### src/rtl/display_pkg.sv
// Shared constants and helpers for the pixel compositor: palette indices,
// reset palette colours and the cell-border test.
package display_pkg;

    localparam logic [1:0] PAL_BG     = 2'd0;
    localparam logic [1:0] PAL_GRID   = 2'd1;
    localparam logic [1:0] PAL_FG     = 2'd2;
    localparam logic [1:0] PAL_CURSOR = 2'd3;

    localparam int PAL_N       = 4;
    localparam int MAX_COLOR_W = 48;

    // Widths divisible by 3 are treated as RGB with equal channels; any other
    // width is a single grey channel.
    function automatic logic [MAX_COLOR_W-1:0] default_color(input int color_w,
                                                             input logic [1:0] idx);
        int                     ch_w;
        int                     n_ch;
        logic [MAX_COLOR_W-1:0] full;
        logic [MAX_COLOR_W-1:0] ch;
        logic [MAX_COLOR_W-1:0] res;
        ch_w = (color_w % 3 == 0) ? color_w / 3 : color_w;
        n_ch = (color_w % 3 == 0) ? 3 : 1;
        full = (MAX_COLOR_W'(1) << ch_w) - MAX_COLOR_W'(1);
        case (idx)
            PAL_BG:   ch = '0;
            PAL_GRID: ch = full / MAX_COLOR_W'(5);
            PAL_FG:   ch = full;
            default:  ch = (full / MAX_COLOR_W'(5)) * MAX_COLOR_W'(4);
        endcase
        res = '0;
        for (int i = 0; i < 3; i++) begin
            if (i < n_ch) res = res | (ch << (i * ch_w));
        end
        return res;
    endfunction

    // A pixel is on a cell border when its in-cell offset on either axis is
    // the first or last position of the cell.
    function automatic logic is_border(input logic [31:0] h, input logic [31:0] v,
                                       input int cell_log2);
        logic [31:0] mask;
        mask = (32'd1 << cell_log2) - 32'd1;
        return ((h & mask) == 32'd0) || ((h & mask) == mask) ||
               ((v & mask) == 32'd0) || ((v & mask) == mask);
    endfunction

endpackage

### src/rtl/blink_timer.sv
// Frame-counting blink generator for the edit cursor; forced visible while
// not editing so the cursor appears the moment editing starts.
module blink_timer
    import display_pkg::*;
#(
    parameter int BLINK_FRAMES = 30
) (
    input  logic clk,
    input  logic rst_n,
    input  logic editing,
    input  logic frame_start,
    output logic blink_on
);

    localparam int             CNT_W = (BLINK_FRAMES > 1) ? $clog2(BLINK_FRAMES) : 1;
    localparam logic [CNT_W-1:0] LAST = CNT_W'(BLINK_FRAMES - 1);

    logic [CNT_W-1:0] cnt_q, cnt_d;
    logic             blink_q, blink_d;

    always_comb begin
        cnt_d   = cnt_q;
        blink_d = blink_q;
        if (!editing) begin
            cnt_d   = '0;
            blink_d = 1'b1;
        end else if (frame_start) begin
            if (cnt_q == LAST) begin
                cnt_d   = '0;
                blink_d = ~blink_q;
            end else begin
                cnt_d = cnt_q + 1'b1;
            end
        end
    end

    always_ff @(posedge clk or negedge rst_n) begin
        if (!rst_n) begin
            cnt_q   <= '0;
            blink_q <= 1'b1;
        end else begin
            cnt_q   <= cnt_d;
            blink_q <= blink_d;
        end
    end

    assign blink_on = blink_q;

endmodule

### src/rtl/pixel_compositor.sv
// Pipelined pixel colour generator: aligns scan position with the delayed
// glyph/canvas sources, then picks mouse/cursor/grid/word/background colour.
module pixel_compositor
    import display_pkg::*;
#(
    parameter int CELL_LOG2    = 5,
    parameter int H_W          = 10,
    parameter int V_W          = 9,
    parameter int COLOR_W      = 12,
    parameter int SRC_LAT      = 1,
    parameter int BLINK_FRAMES = 30
) (
    input  logic                     clk,
    input  logic                     rst_n,
    input  logic                     valid,
    input  logic [H_W-1:0]           h_cnt,
    input  logic [V_W-1:0]           v_cnt,
    input  logic                     frame_start,
    input  logic                     enable_mouse_display,
    input  logic [COLOR_W-1:0]       mouse_pixel,
    input  logic                     enable_word_display,
    input  logic                     editing,
    input  logic [H_W-CELL_LOG2-1:0] cursor_x,
    input  logic [V_W-CELL_LOG2-1:0] cursor_y,
    input  logic                     word_pixel,
    input  logic                     canvas_pixel,
    input  logic                     pal_we,
    input  logic [1:0]               pal_idx,
    input  logic [COLOR_W-1:0]       pal_data,
    output logic [COLOR_W-1:0]       pixel_color,
    output logic                     pixel_valid
);

    localparam int CX_W = H_W - CELL_LOG2;
    localparam int CY_W = V_W - CELL_LOG2;

    localparam logic [COLOR_W-1:0] DEF_BG  = COLOR_W'(default_color(COLOR_W, PAL_BG));
    localparam logic [COLOR_W-1:0] DEF_GR  = COLOR_W'(default_color(COLOR_W, PAL_GRID));
    localparam logic [COLOR_W-1:0] DEF_FG  = COLOR_W'(default_color(COLOR_W, PAL_FG));
    localparam logic [COLOR_W-1:0] DEF_CUR = COLOR_W'(default_color(COLOR_W, PAL_CURSOR));
    localparam logic [PAL_N-1:0][COLOR_W-1:0] PAL_RST = {DEF_CUR, DEF_FG, DEF_GR, DEF_BG};

    typedef struct packed {
        logic [H_W-1:0]     h;
        logic [V_W-1:0]     v;
        logic               mouse_en;
        logic [COLOR_W-1:0] mouse_pix;
        logic               word_en;
        logic               editing;
        logic [CX_W-1:0]    cx;
        logic [CY_W-1:0]    cy;
    } src_t;

    // vld_pipe_q[k] is valid delayed k+1 cycles; the top bit is pixel_valid.
    logic [SRC_LAT:0]   vld_pipe_q, vld_pipe_d;
    src_t [SRC_LAT-1:0] dly_q, dly_d;

    logic [PAL_N-1:0][COLOR_W-1:0] shadow_q, shadow_d;
    logic [PAL_N-1:0][COLOR_W-1:0] active_q, active_d;
    logic [COLOR_W-1:0]            color_q, color_d;
    logic                          blink_on;

    src_t a;
    logic a_vld;
    logic border;
    logic in_cursor;

    blink_timer #(
        .BLINK_FRAMES(BLINK_FRAMES)
    ) u_blink (
        .clk        (clk),
        .rst_n      (rst_n),
        .editing    (editing),
        .frame_start(frame_start),
        .blink_on   (blink_on)
    );

    // Stage A: source-latency alignment
    always_comb begin
        vld_pipe_d        = {vld_pipe_q[SRC_LAT-1:0], valid};
        dly_d             = dly_q;
        dly_d[0].h         = h_cnt;
        dly_d[0].v         = v_cnt;
        dly_d[0].mouse_en  = enable_mouse_display;
        dly_d[0].mouse_pix = mouse_pixel;
        dly_d[0].word_en   = enable_word_display;
        dly_d[0].editing   = editing;
        dly_d[0].cx        = cursor_x;
        dly_d[0].cy        = cursor_y;
        for (int i = 1; i < SRC_LAT; i++) dly_d[i] = dly_q[i-1];
    end

    // The commit reads the registered shadow, so a coincident write waits a frame.
    always_comb begin
        shadow_d = shadow_q;
        if (pal_we) shadow_d[pal_idx] = pal_data;
        active_d = frame_start ? shadow_q : active_q;
    end

    // Stage B: colour priority
    always_comb begin
        a         = dly_q[SRC_LAT-1];
        a_vld     = vld_pipe_q[SRC_LAT-1];
        border    = is_border(32'(a.h), 32'(a.v), CELL_LOG2);
        in_cursor = a.editing && blink_on &&
                    (a.h[H_W-1:CELL_LOG2] == a.cx) &&
                    (a.v[V_W-1:CELL_LOG2] == a.cy);
        color_d   = '0;
        if (!a_vld)
            color_d = '0;
        else if (a.mouse_en)
            color_d = a.mouse_pix;
        else if (in_cursor && border)
            color_d = canvas_pixel ? active_q[PAL_CURSOR] : active_q[PAL_GRID];
        else if (in_cursor)
            color_d = canvas_pixel ? active_q[PAL_FG] : active_q[PAL_BG];
        else if (border)
            color_d = active_q[PAL_GRID];
        else if (a.word_en && word_pixel)
            color_d = active_q[PAL_FG];
        else
            color_d = active_q[PAL_BG];
    end

    always_ff @(posedge clk or negedge rst_n) begin
        if (!rst_n) begin
            vld_pipe_q <= '0;
            dly_q      <= '0;
            shadow_q   <= PAL_RST;
            active_q   <= PAL_RST;
            color_q    <= '0;
        end else begin
            vld_pipe_q <= vld_pipe_d;
            dly_q      <= dly_d;
            shadow_q   <= shadow_d;
            active_q   <= active_d;
            color_q    <= color_d;
        end
    end

    assign pixel_color = color_q;
    assign pixel_valid = vld_pipe_q[SRC_LAT];

endmodule

### config.mk
export PLATFORM = sky130hd
export DESIGN_NAME = pixel_compositor
export DESIGN_NICKNAME = d
export VERILOG_FILES = /design/src/rtl/display_pkg.sv /design/src/rtl/blink_timer.sv /design/src/rtl/pixel_compositor.sv
export SDC_FILE = /design/constraint.sdc
export NUM_CORES = 1
export LEC_CHECK = 0
export ABC_AREA = 0
export CAP_MARGIN = 20
export CORE_UTILIZATION = 40
export DETAILED_ROUTE_END_ITERATION = 8
export HOLD_SLACK_MARGIN = 0.1
export PLACE_DENSITY = 0.66
export SYNTH_ARGS = -nofsm -noshare
export SYNTH_HDL_FRONTEND = slang
export SYNTH_SLANG_ARGS = --single-unit
export TNS_END_PERCENT = 5
### constraint.sdc
create_clock -name clk -period 3.95 [get_ports clk]
set_clock_uncertainty 0.1 [all_clocks]
set_input_delay 0.79 -clock clk [delete_from_list [all_inputs] [get_ports clk]]
set_output_delay 0.79 -clock clk [all_outputs]
set_load 0.05 [all_outputs]
==> impl_metrics.csv, run 1 <==
group,metric,value,unit
finish,final_area,0.00814,sq mm
timing,hold_viol,0,
logic_synthesis,synth_xor_area_share,1.21,%
logic_synthesis,yosysWarnings,0,
critical_path,r2r_setup_slack,1.30,ns
finish,diodes,0,
timing,worst_pin_slew,0.923,ns
logic_synthesis,synth-seq-cells,159,
clock_network,cts_sinks,159,
flow_run,drv_cap,0,
critical_path,regToRegEndpoint,"pixel_color[6]",
logic_synthesis,synthTopCellsByArea,"dfrtp_1, dfstp_2, mux2_2, nor2b_1, o21ai_0",
critical_path,worstSetupPathType,"flop to flop",
finish,area_growth,25.0,%
critical_path,arrival,2.87,ns
logic_synthesis,synth_top_area_cell,"dfrtp_1",
critical_path,worst-path-max-fanout,24,
placed_design,dpl-instance-area,0.00750,sq mm
global_routing,gr-usage-all-layers,18.4,%
logic_synthesis,synth_simple_gate_area_share,7.07,%
detailed_routing,wl_met2,6520,microns
timing,final-max-slew-violation-count,0,
logic_synthesis,synth.area.mux_share,17.2,%
detailed_routing,drc_errors,0,
clock_network,clk_path_buf_depth,2,
pwr,p_leak,3.27,nW
logic_synthesis,yosysSeqAreaShare,62.0,%
clock_network,numCtsBuffers,17,
placed_design,place_hpwl,8680,microns
global_routing,grt_first_pass_wirelength,22700,microns
critical_path,critPathCapture,"pixel_color[6]",
die,core.rowCount,46,
pwr,power.density,545,mW/mm^2
timing,min_period,2.65,ns
detailed_routing,route.met3.wl,881,microns
die,floorplan.initialDensity,41.0,%
clock_network,postCtsSetupRepairBufs,0,
detailed_routing,ant_nets,0,
logic_synthesis,ys_types,40,
detailed_routing,drtPass1Iterations,4,
logic_synthesis,syn_inst,458,
clock_network,cts_root_buf,"clkbuf_16",
timing,slew_headroom,38.3,%
critical_path,setup.worst_path.start,"a[24]",
clock_network,cts_tree,"built",
die,die_w,130,microns
detailed_routing,drt_iter0_drc,362,
logic_synthesis,synth_area,0.00651,sq mm
clock_network,ctsHoldBuffers,0,
finish,layout_commonest_cell,"dfrtp_1",
die,fp.dieH,130,microns
timing,post-route-period-util,67.0,%
critical_path,worst_setup_path_end_kind,"flop",
critical_path,reg2regPathDepth,5,
timing,timing.setup.tns,0,ns
clock_network,cts.reportedPaths.clkPinSlew,0.06,ns
detailed_routing,vias,4059,
global_routing,grt_max_degree,89,
logic_synthesis,synth_top_family_by_area,"multiplexers",
logic_synthesis,avgSynthCellArea,14.2,sq um
timing,max_freq,0.378,GHz
global_routing,grt_pass1_vias,4349,
finish,drive_gt1_share,37.5,%
critical_path,cp.required,4.18,ns
detailed_routing,m1WireLength,6260,microns
outcome,status,"finished clean",
placed_design,port_buffers,76,
logic_synthesis,yosys.area_share.adder,0.384,%
critical_path,rr_startpoint,"a[24]",
clock_network,cts_max_level,4,
finish,nFillCells,1355,
finish,layout_common_cells,"dfrtp_1, mux2_2, clkdlybuf4s50_1",
detailed_routing,wl_per_cell,18.3,microns
logic_synthesis,synth_largest_type_area_fraction,42.3,%
clock_network,clk_latency,0.43,ns
finish,finish.utilization,51.3,%
detailed_routing,vias_per_cell,5.32,
die,io_pins,77,
die,core_area,0.0159,sq mm
placed_design,gp_congestion,0.769,
logic_synthesis,synth_compound_area_share,9.68,%
finish,post_layout_nonfiller_instances,763,
timing,rsz0062_at_grt,"no",
global_routing,antenna_found_initial,0,
clock_network,cts_resized,0,
pwr,peakVddDrop,0.000333,V
critical_path,start_kind,"flop",
worst_hold_path,min_path_type,"input port to async pin",
detailed_routing,drt_wl_total,14000,microns
placed_design,dp_cells,731,
logic_synthesis,synth_nets,524,
die,die-area,0.0168,sq mm
detailed_routing,top_layer,"met4",
timing,setup_violations,0,
finish,layout.nets,600,
global_routing,overflow,0,
## Yosys cell counts
| library cell | n |
|---|---|
| buf_1 | 9 |
| mux2i_1 | 1 |
| dfstp_2 | 49 |
| nand2_1 | 2 |
| nand4_1 | 4 |
| a41o_1 | 2 |
| o211ai_1 | 1 |
| clkbuf_1 | 14 |
| or4_4 | 1 |
| o211a_1 | 2 |
| inv_1 | 2 |
| buf_4 | 3 |
| o21a_1 | 1 |
| a2111oi_2 | 5 |
| nor2_1 | 15 |
| nor4_2 | 5 |
| nor3b_1 | 2 |
| nor2b_1 | 26 |
| mux2i_2 | 2 |
| xnor2_1 | 1 |
| o21ai_0 | 25 |
| buf_2 | 2 |
| nand3b_1 | 2 |
| ha_1 | 2 |
| a31oi_1 | 2 |
| and4_1 | 1 |
| and3_1 | 2 |
| or4_1 | 1 |
| buf_6 | 3 |
| dfrtp_1 | 110 |
| a21oi_1 | 14 |
| mux2_2 | 96 |
| o311a_1 | 12 |
| a2111oi_0 | 14 |
| a2111oi_1 | 5 |
| xor2_1 | 8 |
| and3b_1 | 1 |
| or2_1 | 1 |
| nor4_1 | 9 |
| nand3_1 | 1 |
## state kept, by name (all words and copies together), names as in the netlist
signal,cells
active_q,48
shadow_q,48
a,43
pixel_color,12
u_blink.cnt_q,5
vld_pipe_q,2
u_blink.blink_on,1
## how the worst min path moves through the flow
stage             startpoint             to  cells past startpoint
5_1_grt                rst_n   active_q[41]                      1
3_5_place_dp    shadow_q[37]   shadow_q[37]                      1
3_3_place_gp     shadow_q[5]    active_q[5]                      1
6_report               rst_n    active_q[4]                      1
4_1_cts                rst_n   active_q[37]                      1
2_1_floorplan  vld_pipe_q[0]  vld_pipe_q[1]                      0
## where the power goes
part           switching [mW]  internal, mW
sequential              0.152          1.95
clock                   0.656          1.11
combinational           0.247         0.316
total                    1.06          3.38
## worst max-delay path: stages, from the launching register on
cell and delay [ns]:
dfrtp_1 0.37, or4_4 0.53, mux2i_2 0.33, or2_1 0.73, a2111oi_1 0.18, nor4_2 0.30
## logic make-up (layout without fill, tap and decap cells)
| kind of cell | Yosys count | count (layout) |
|---|---|---|
| xor gates and xnor gates | 9 | 9 |
| AOI/OAI and AO/OA | 83 | 83 |
| muxes | 99 | 99 |
| buffers and inverters | 33 | 122 |
| DFF | 159 | 159 |
| adders and majority gates | 2 | 2 |
| and+or+nand+nor | 73 | 73 |
## per-stage QoR
step           hold slack [ns]  setup slack [ns]  power [mW]
6_report                 0.329              1.30        4.44
2_1_floorplan            0.281              1.80        2.46
3_3_place_gp             0.382              1.14        2.67
3_5_place_dp             0.389              1.11        2.70
5_1_grt                  0.397              1.13        4.63
4_1_cts                  0.360              1.29        4.49
## per-layer routing
metal | vias up | GRT usage [%]
met1 | 2048 | 23.5
met2 | 142 | 29.1
met4 | 0 | 8.28
met5 | - | 0
li1 | 1843 | -
met3 | 26 | 5.04
## area by class of cell
cell class / instances / area [sq um] / area share, %
clock buffers: 20 / 467 / 5.73
repair buffers: 88 / 860 / 10.6
multi-input cells: 266 / 2320 / 28.5
well taps: 216 / 270 / 3.32
flip-flops and latches: 159 / 4040 / 49.6
clock inverters: 12 / 179 / 2.20
inverters: 2 / 7.51 / 0.0922
No activity file was read; power rests on OpenSTA's default activity.
==> run 2, diff against run 1 <==
--- a/config.mk
+++ b/config.mk
@@ -10,7 +10,7 @@
 export CORE_UTILIZATION = 40
 export DETAILED_ROUTE_END_ITERATION = 8
 export HOLD_SLACK_MARGIN = 0.1
-export PLACE_DENSITY = 0.66
+export PLACE_DENSITY = 0.69
 export SYNTH_ARGS = -nofsm -noshare
 export SYNTH_HDL_FRONTEND = slang
 export SYNTH_SLANG_ARGS = --single-unit
==> constraint.sdc (replaced) <==
create_clock -name clk -period 2.2 [get_ports clk]
set_clock_uncertainty 0.1 [all_clocks]
set_input_delay 0.44 -clock clk [delete_from_list [all_inputs] [get_ports clk]]
set_output_delay 0.44 -clock clk [all_outputs]
set_load 0.05 [all_outputs]
==> impl_metrics.csv, run 2 (synthesis gave the netlist of run 1 again) <==
group,metric,value,unit
outcome,status,"finished clean",
timing,setup_ws,0.0547,ns
placed_design,place_hpwl,9310,microns
detailed_routing,ant_nets,0,
die,die-area,0.0168,sq mm
finish,final_area,0.00844,sq mm
worst_hold_path,whs_endpoint,"a[38]",
clock_network,numCtsBuffers,17,
timing,max_freq,0.466,GHz
timing,final-max-slew-violation-count,0,
critical_path,worst_setup_path_end_kind,"output port",
critical_path,reg2regPathDepth,6,
timing,fin_hold_ws,0.357,ns
finish,layout.nets,614,
pwr,power.switching,1.89,mW
worst_hold_path,hp-start,"h_cnt[5]",
timing,slew_headroom,64.4,%
timing,min_period,2.15,ns
critical_path,rr_startpoint,"a[33]",
pwr,seqPwrFrac,48.6,%
finish,layout_commonest_cell,"dfrtp_1",
finish,drive_gt1_share,40.6,%
pwr,switching_share,24.1,%
clock_network,clk_path_buf_depth,2,
critical_path,regToRegEndpoint,"pixel_color[0]",
pwr,pwr-share-clk,37.6,%
die,core_area,0.0159,sq mm
detailed_routing,vias,4184,
pwr,power.density,927,mW/mm^2
worst_hold_path,min_path_cells,1,
pwr,p_leak,3.41,nW
critical_path,crit_chain,"clkdlybuf4s50_1",
critical_path,max_stage_delay,0.81,ns
critical_path,r2r_setup_slack,0.07,ns
detailed_routing,drt_wl_total,14600,microns
global_routing,grt_first_pass_wirelength,23500,microns
critical_path,cp.required,1.66,ns
critical_path,path_buf_inv,1,
critical_path,start_kind,"flop",
finish,area_growth,29.6,%
finish,layout_common_cells,"dfrtp_1, mux2_2, clkdlybuf4s50_1",
global_routing,gr-usage-all-layers,18.8,%
die,floorplan.initialDensity,41.0,%
pwr,p_int,5.94,mW
global_routing,overflow,0,
placed_design,gp_congestion,0.797,
detailed_routing,drt_iter0_drc,283,
global_routing,antenna_found_initial,0,
pwr,peakVddDrop,0.000634,V
clock_network,cts_tree,"built",
die,fp.dieH,130,microns
timing,setup_violations,0,
detailed_routing,vias_per_cell,5.38,
timing,rsz0062_at_grt,"yes",
pwr,power.share.combinational,13.8,%
critical_path,critical-path-slowest-cell,"clkdlybuf4s50_1",
detailed_routing,drc_errors,0,
clock_network,cts.reportedPaths.clkPinSlew,0.06,ns
die,die_w,130,microns
finish,diodes,0,
clock_network,clk_latency,0.42,ns
critical_path,worst-path-max-fanout,1,
timing,post-route-period-util,97.5,%
critical_path,critical_path.top_delay_family,"buffers and inverters",
detailed_routing,wl_per_cell,18.7,microns
flow_run,drv_cap,0,
placed_design,dpl-instance-area,0.00772,sq mm
die,io_pins,77,
worst_hold_path,min_path_type,"input port to flop",
clock_network,postCtsSetupRepairBufs,0,
global_routing,grt_max_degree,52,
timing,worst_pin_slew,0.533,ns
timing,hold_viol,0,
critical_path,worstSetupPathType,"flop to output port",
detailed_routing,drtPass1Iterations,4,
global_routing,grt_pass1_vias,4458,
placed_design,pre_cts_slack,-0.0885,ns
critical_path,arrival,1.61,ns
clock_network,cts_max_level,4,
placed_design,port_buffers,76,
clock_network,cts_sinks,159,
clock_network,cts_root_buf,"clkbuf_16",
die,core.rowCount,46,
-- run 2: cell count changes in the layout (fill, tap and decap cells not counted), moves of 3 or more --
cell,before,now
nor4_1,9,6
a2111oi_2,5,10
buf_12,1,11
buf_6,1,4
nor4_2,5,8
a2111oi_0,14,10
-- run 2: layout make-up --
type / count / area, sq um
repair buffers: 102 / 1100
clock inverters: 9 / 106
inverters: 2 / 7.51
fillers: 1320 / 7440
flip-flops and latches: 159 / 4040
clock buffers: 23 / 498
well taps: 216 / 270
multi-input cells: 266 / 2410
-- run 2: metal layers --
metal	vias to the layer above	GRT usage, %	part of all wire, %
li1	1875	-	-
met2	149	29.2	47
met4	0	7.73	2.3
met3	21	5.33	6.8
met5	-	0	0
met1	2139	24.8	43
-- run 2: power groups by stage --
stage	combinational [mW]	clock, mW	sequential [mW]
5_1_grt	1.18	3.13	3.86
3_3_place_gp	1.02	0	3.82
4_1_cts	1.08	3.01	3.79
3_5_place_dp	1.07	0	3.84
6_report	1.08	2.94	3.80
2_1_floorplan	0.609	0	3.80
-- run 2: what timing repair did --
| action | 4_1_cts | 5_1_grt |
|---|---|---|
| hold buffers | 1 | 0 |
| gates cloned | 0 | 0 |
| hold endpoints to repair | 29 | 0 |
| resized for setup | 3 | 20 |
| endpoints found under the setup margin | 6 | 13 |
-- run 2: how the worst max path moves through the flow --
stage | end | depth (start not counted) | start | slack, ns
2_1_floorplan | pixel_color[1] | 6 | a[24] | 0.19
4_1_cts | pixel_color[0] | 1 | pixel_color[0] | 0.02
5_1_grt | pixel_color[7] | 7 | a[3] | -0.05
6_report | pixel_color[0] | 1 | pixel_color[0] | 0.05
3_5_place_dp | pixel_color[8] | 6 | a[24] | -0.09
3_3_place_gp | pixel_color[4] | 5 | a[24] | 0.03
-- run 2: metrics by stage --
stage,total power [mW],cells,utilization [%],setup TNS (ns)
2_1_floorplan,4.41,458,-,0
3_3_place_gp,4.84,743,48.5,0
3_5_place_dp,4.91,744,48.6,-0.161
4_1_cts,7.88,777,52.5,0
5_1_grt,8.17,777,53.1,-0.0857
6_report,7.83,777,53.1,0
